$ cat src/rtl/regfile_port_arbiter_if.sv
// Requester-side handshake bundle for regfile_port_arbiter: two request/response ports.
// master = requesters, slave = arbiter.
interface regfile_port_arbiter_if #(
    parameter int ADDR_WIDTH = 5,
    parameter int DATA_WIDTH = 32
);
    logic                  req0_valid;
    logic                  req0_ready;
    logic                  req0_we;
    logic [ADDR_WIDTH-1:0] req0_addr;
    logic [DATA_WIDTH-1:0] req0_wdata;
    logic                  req0_rvalid;
    logic [DATA_WIDTH-1:0] req0_rdata;

    logic                  req1_valid;
    logic                  req1_ready;
    logic                  req1_we;
    logic [ADDR_WIDTH-1:0] req1_addr;
    logic [DATA_WIDTH-1:0] req1_wdata;
    logic                  req1_rvalid;
    logic [DATA_WIDTH-1:0] req1_rdata;

    modport master (
        output req0_valid, req0_we, req0_addr, req0_wdata,
        input  req0_ready, req0_rvalid, req0_rdata,
        output req1_valid, req1_we, req1_addr, req1_wdata,
        input  req1_ready, req1_rvalid, req1_rdata
    );

    modport slave (
        input  req0_valid, req0_we, req0_addr, req0_wdata,
        output req0_ready, req0_rvalid, req0_rdata,
        input  req1_valid, req1_we, req1_addr, req1_wdata,
        output req1_ready, req1_rvalid, req1_rdata
    );
endinterface

$ cat src/rtl/regfile_port_arbiter.sv
// Two-requester arbiter for the single register-file port: IDLE -> ACCESS -> RESP per transaction.
// RFARB_FIXED_PRIO_EN selects fixed priority (req0 wins); default is round-robin.
module regfile_port_arbiter #(
    parameter int ADDR_WIDTH = 5,
    parameter int DATA_WIDTH = 32
) (
    input  logic                  clk,
    input  logic                  rst,
    regfile_port_arbiter_if.slave bus,
    output logic                  rf_wen,
    output logic [ADDR_WIDTH-1:0] rf_waddr,
    output logic [DATA_WIDTH-1:0] rf_wdata,
    input  logic [DATA_WIDTH-1:0] rf_rdata
);
    typedef enum logic [1:0] {IDLE, ACCESS, RESP} state_t;

    state_t                state;
    state_t                state_next;
    logic                  owner;
    logic                  lat_we;
    logic [ADDR_WIDTH-1:0] lat_addr;
    logic [DATA_WIDTH-1:0] lat_wdata;
    logic                  grant0;
    logic                  grant1;
    logic                  accept;
`ifndef RFARB_FIXED_PRIO_EN
    logic                  last_grant;
`endif

    // Grants are suppressed while rst is high so no request is consumed by a cycle that gets reset away.
    always_comb begin
        grant0 = '0;
        grant1 = '0;
        if (state == IDLE && !rst) begin
`ifdef RFARB_FIXED_PRIO_EN
            grant0 = bus.req0_valid;
            grant1 = bus.req1_valid & ~bus.req0_valid;
`else
            if (bus.req0_valid && bus.req1_valid) begin
                grant0 = last_grant;
                grant1 = ~last_grant;
            end else begin
                grant0 = bus.req0_valid;
                grant1 = bus.req1_valid;
            end
`endif
        end
        accept = grant0 | grant1;
    end

    always_comb begin
        state_next = state;
        case (state)
            IDLE:    if (accept) state_next = ACCESS;
            ACCESS:  state_next = RESP;
            RESP:    state_next = IDLE;
            default: state_next = IDLE;
        endcase
    end

    always_ff @(posedge clk) begin
        if (rst) begin
            state     <= IDLE;
            owner     <= '0;
            lat_we    <= '0;
            lat_addr  <= '0;
            lat_wdata <= '0;
`ifndef RFARB_FIXED_PRIO_EN
            last_grant <= '1;
`endif
        end else begin
            state <= state_next;
            if (accept) begin
                owner     <= grant1;
                lat_we    <= grant1 ? bus.req1_we    : bus.req0_we;
                lat_addr  <= grant1 ? bus.req1_addr  : bus.req0_addr;
                lat_wdata <= grant1 ? bus.req1_wdata : bus.req0_wdata;
`ifndef RFARB_FIXED_PRIO_EN
                last_grant <= grant1;
`endif
            end
        end
    end

    // rf_wen stays live during a reset in ACCESS; the response is dropped if reset lands in RESP.
    always_comb begin
        bus.req0_ready  = grant0;
        bus.req1_ready  = grant1;
        rf_wen          = '0;
        rf_waddr        = '0;
        rf_wdata        = '0;
        bus.req0_rvalid = '0;
        bus.req0_rdata  = '0;
        bus.req1_rvalid = '0;
        bus.req1_rdata  = '0;
        if (state == ACCESS) begin
            rf_wen   = lat_we;
            rf_waddr = lat_addr;
            rf_wdata = lat_wdata;
        end
        if (state == RESP && !rst) begin
            if (owner) begin
                bus.req1_rvalid = '1;
                bus.req1_rdata  = rf_rdata;
            end else begin
                bus.req0_rvalid = '1;
                bus.req0_rdata  = rf_rdata;
            end
        end
    end
endmodule
$ cat src/flat_wrapper.sv
// flat-port wrapper written by rule: the top's interface ports become plain ports
module regfile_port_arbiter_flat 
#(
    parameter int ADDR_WIDTH = 5,
    parameter int DATA_WIDTH = 32
)
  (clk, rst, rf_wen, rf_waddr, rf_wdata, rf_rdata, bus_req0_valid, bus_req0_we, bus_req0_addr, bus_req0_wdata, bus_req0_ready, bus_req0_rvalid, bus_req0_rdata, bus_req1_valid, bus_req1_we, bus_req1_addr, bus_req1_wdata, bus_req1_ready, bus_req1_rvalid, bus_req1_rdata);
  regfile_port_arbiter_if #(.ADDR_WIDTH(ADDR_WIDTH), .DATA_WIDTH(DATA_WIDTH)) bus_i ();
  input  logic clk;
  input  logic rst;
  output logic rf_wen;
  output logic [ADDR_WIDTH-1:0] rf_waddr;
  output logic [DATA_WIDTH-1:0] rf_wdata;
  input  logic [DATA_WIDTH-1:0] rf_rdata;
  input wire logic [$bits(bus_i.req0_valid)-1:0] bus_req0_valid;
  input wire logic [$bits(bus_i.req0_we)-1:0] bus_req0_we;
  input wire logic [$bits(bus_i.req0_addr)-1:0] bus_req0_addr;
  input wire logic [$bits(bus_i.req0_wdata)-1:0] bus_req0_wdata;
  output wire logic [$bits(bus_i.req0_ready)-1:0] bus_req0_ready;
  output wire logic [$bits(bus_i.req0_rvalid)-1:0] bus_req0_rvalid;
  output wire logic [$bits(bus_i.req0_rdata)-1:0] bus_req0_rdata;
  input wire logic [$bits(bus_i.req1_valid)-1:0] bus_req1_valid;
  input wire logic [$bits(bus_i.req1_we)-1:0] bus_req1_we;
  input wire logic [$bits(bus_i.req1_addr)-1:0] bus_req1_addr;
  input wire logic [$bits(bus_i.req1_wdata)-1:0] bus_req1_wdata;
  output wire logic [$bits(bus_i.req1_ready)-1:0] bus_req1_ready;
  output wire logic [$bits(bus_i.req1_rvalid)-1:0] bus_req1_rvalid;
  output wire logic [$bits(bus_i.req1_rdata)-1:0] bus_req1_rdata;
  assign bus_i.req0_valid = bus_req0_valid;
  assign bus_i.req0_we = bus_req0_we;
  assign bus_i.req0_addr = bus_req0_addr;
  assign bus_i.req0_wdata = bus_req0_wdata;
  assign bus_req0_ready = bus_i.req0_ready;
  assign bus_req0_rvalid = bus_i.req0_rvalid;
  assign bus_req0_rdata = bus_i.req0_rdata;
  assign bus_i.req1_valid = bus_req1_valid;
  assign bus_i.req1_we = bus_req1_we;
  assign bus_i.req1_addr = bus_req1_addr;
  assign bus_i.req1_wdata = bus_req1_wdata;
  assign bus_req1_ready = bus_i.req1_ready;
  assign bus_req1_rvalid = bus_i.req1_rvalid;
  assign bus_req1_rdata = bus_i.req1_rdata;
  regfile_port_arbiter #(.ADDR_WIDTH(ADDR_WIDTH), .DATA_WIDTH(DATA_WIDTH)) u_core (.clk(clk), .rst(rst), .bus(bus_i), .rf_wen(rf_wen), .rf_waddr(rf_waddr), .rf_wdata(rf_wdata), .rf_rdata(rf_rdata));
endmodule
$ cat config.mk
export PLATFORM = sky130hd
export DESIGN_NAME = regfile_port_arbiter_flat
export DESIGN_NICKNAME = d
export VERILOG_FILES = /design/src/rtl/regfile_port_arbiter_if.sv /design/src/rtl/regfile_port_arbiter.sv /design/src/flat_wrapper.sv
export SDC_FILE = /design/constraint.sdc
export NUM_CORES = 1
export LEC_CHECK = 0
export ABC_AREA = 1
export CAP_MARGIN = 10
export CORE_MARGIN = 4
export CORE_UTILIZATION = 39
export DETAILED_ROUTE_END_ITERATION = 8
export PLACE_DENSITY = 0.86
export SLEW_MARGIN = 20
export SYNTH_ARGS = -nofsm -noshare
export SYNTH_HDL_FRONTEND = slang
export SYNTH_SLANG_ARGS = --single-unit
$ cat constraint.sdc
create_clock -name clk -period 2.8 [get_ports clk]
set_input_delay 0.56 -clock clk [delete_from_list [all_inputs] [get_ports clk]]
set_output_delay 0.56 -clock clk [all_outputs]
set_load 0.02 [all_outputs]
==> reports/qor.txt <==
result of the run -> finished, final reports clean
top cells by count, synth -> nor2_1, inv_1, dfxtp_1
Non-Filler Instances -> 842
CTS tree -> done
Buf+Inv Stages, Crit Path -> 4
Final GP Congestion -> 0.887
measured slew at the worst slew-check pin -> 925 ps
Final Setup Violations -> 0
fin crit share -> 97.5%
Syn. warnings -> 0
hold_buf cts -> 0
# fillers -> 687
die area -> 0.00946 mm^2
detailed placement HPWL -> 8810 um
ANT cells -> 0
Worst path max stage delay -> 590 ps
placed instance area -> 0.00528 mm^2
setup TNS -> 0 ps
fin area -> 0.00532 mm^2
critical path depth in cells -> 6
post-synthesis area per instance -> 5.70 um^2
top fanout value on the critical path -> 33
Crit path top cell by count -> clkdlybuf4s50_1
Die Y -> 97.3 um
flip-flop and latch area -> 841 um^2
largest net degree at the start of global routing -> 78
clk_skew -> 6.05 ps
area grow syn2layout -> 71.0%
I/O pin count -> 218
crit-path cells -> clkdlybuf4s50_1, nor3_2, nand2_1, buf_12, inv_1, clkdlybuf4s50_1
Placed Cells incl. Taps -> 835
Worst Path Required -> 2240 ps
Synth Flop Type -> dfxtp_1
LEAKAGE -> 2.65 nW
row count -> 32
Post-Synthesis Cells -> 545
Initial Util -> 40.2%
area fraction of the dominant cell type after synthesis -> 27.1%
Total GRT Usage -> 22.2%
Clock Pin Slew Worst Setup and Hold Paths -> 70 ps
routed vias -> 3902
worst-skew pair later-pin latency -> 290 ps
EDFF count, synth -> 0
Synthesized Nets -> 657
Longest Clk Path Bufs -> 2
HP Class -> register to register
drt drc -> 0
GRT overflow -> 0
Pwr Density -> 352 mW/mm^2
first-pass GRT wire length -> 17600 um
Post-Route WL -> 11300 um
Setup crit start kind -> input port
port bufs -> 217
Clock Sinks -> 42
worst hold slack -> 515 ps
Max VDD drop -> 0.000305 V
slowest CP cell -> clkdlybuf4s50_1
most frequent cell after synthesis -> nor2_1
share of cells above drive strength 1 -> 7.70%
Async SR Flop Fraction -> 0%
CP top delay family -> buffers and inverters
antenna violations before repair -> 0
maxcap violations -> 0
htree depth -> 2
Synth Register Bits -> 42
Routed Antenna Nets -> 0
Synth area leaders -> dfxtp_1, nor2_1, inv_1
die width -> 97.3 um
highest clock rate -> 366 MHz
CTS buffer count -> 5
Final Hold Viols -> 0
hold path depth -> 2
Yosys top cell by area -> dfxtp_1
number of global-route vias before repair -> 3530
Routed wire per std cell -> 13.4 um
r2r worst-path depth -> 7
critical path endpoint category -> primary output
crit path time final -> 2730 ps
register area share after synthesis -> 27.1%
count of cell types in the netlist -> 20
Post-CTS Setup Bufs -> 0
Clock Tree Root -> clkbuf_8
area of the multi-input gates -> 0.00161 mm^2
TritonRoute pass-1 iters -> 4
Via density -> 4.63
Core Box Area -> 0.00773 mm^2
nets -> 852
max-slew violation count -> 0
Netlist Area Pre-Place -> 0.00311 mm^2
Slew HR -> 38.4%
Worst Setup Path Type -> input port to primary output
Worst EP arrival -> 2170 ps
drt first-iter violations -> 212
## area by class of cell
| type | instances | area share, % |
|---|---|---|
| clock buffers | 6 | 1.55 |
| clock inverters | 1 | 0.565 |
| inverters | 116 | 8.24 |
| multi-input cells | 349 | 30.3 |
| flip-flops and latches | 42 | 15.8 |
| well taps | 102 | 2.40 |
| repair buffers | 226 | 41.1 |
## logic make-up after synthesis
kind of cell	synth area share, %
AND/OR/NAND/NOR	35.3
buffers and inverters	21.5
AO/OA/AOI/OAI	16.2
flip-flops	27.1
## timing repair
item                                    in CTS  in global routing
resized for setup                           65                  1
pin swaps                                    0                  0
endpoints found under the setup margin      64                  6
## worst reg2reg max path, cell delays in order, from the launching register on
cell and delay, ps:
dfxtp_1 320, inv_1 130, nand2_2 80, nor2_4 100, buf_4 690, a21oi_1 160, nor2_1 170, nor2_1 60
## sequential cells by signal, indices dropped and copies added (netlist names)
register,cells
u_core.lat_wdata,32
u_core.last_grant,1
u_core.lat_addr,5
u_core.lat_we,1
u_core.owner,1
u_core.state,2
## stage by stage
step / utilization (%) / setup WS, ps / power, mW
6_report: 68.8 / 69.5 / 1.87
5_1_grt: 68.8 / -32.3 / 1.99
4_1_cts: 68.7 / 6.54 / 1.88
3_5_place_dp: 68.3 / -226 / 1.41
3_3_place_gp: 68.3 / -135 / 1.40
2_1_floorplan: - / 635 / 1.12
## report_power, final
group          internal, mW  switching, mW
Clock                 0.285          0.194
Combinational         0.321          0.369
Sequential            0.666         0.0345
Total                  1.27          0.597
## worst paths after layout
check	slack, ps	start	end
min reg2reg	520	u_core.lat_addr[2]	u_core.lat_addr[2]
max	70	rst	bus_req1_rvalid
min	520	u_core.lat_addr[2]	u_core.lat_addr[2]
max reg2reg	980	u_core.state[1]	u_core.lat_wdata[7]
## cell usage in the layout (no fill, tap or decap), types with 2 or more instances in the layout
| master | n |
|---|---|
| nor2_2 | 2 |
| a21oi_1 | 10 |
| a21oi_2 | 29 |
| dfxtp_1 | 42 |
| dlygate4sd2_1 | 64 |
| nand2_2 | 3 |
| nand3_1 | 41 |
| clkdlybuf4s50_1 | 153 |
| nand2_1 | 41 |
| o21ai_0 | 29 |
| buf_4 | 7 |
| clkbuf_8 | 6 |
| nor2_1 | 181 |
| buf_12 | 2 |
| o21ai_1 | 9 |
| inv_1 | 113 |
| inv_2 | 2 |
## layer usage
metal | vias to the layer above | share of wire, % | global-route usage (%)
li1 | 1995 | - | -
met3 | 21 | 6.6 | 4.45
met2 | 158 | 51 | 41.7
met1 | 1728 | 39 | 24.8
met5 | - | 0 | 0
met4 | 0 | 3.1 | 7.67
No activity file was read; power rests on OpenSTA's default activity.
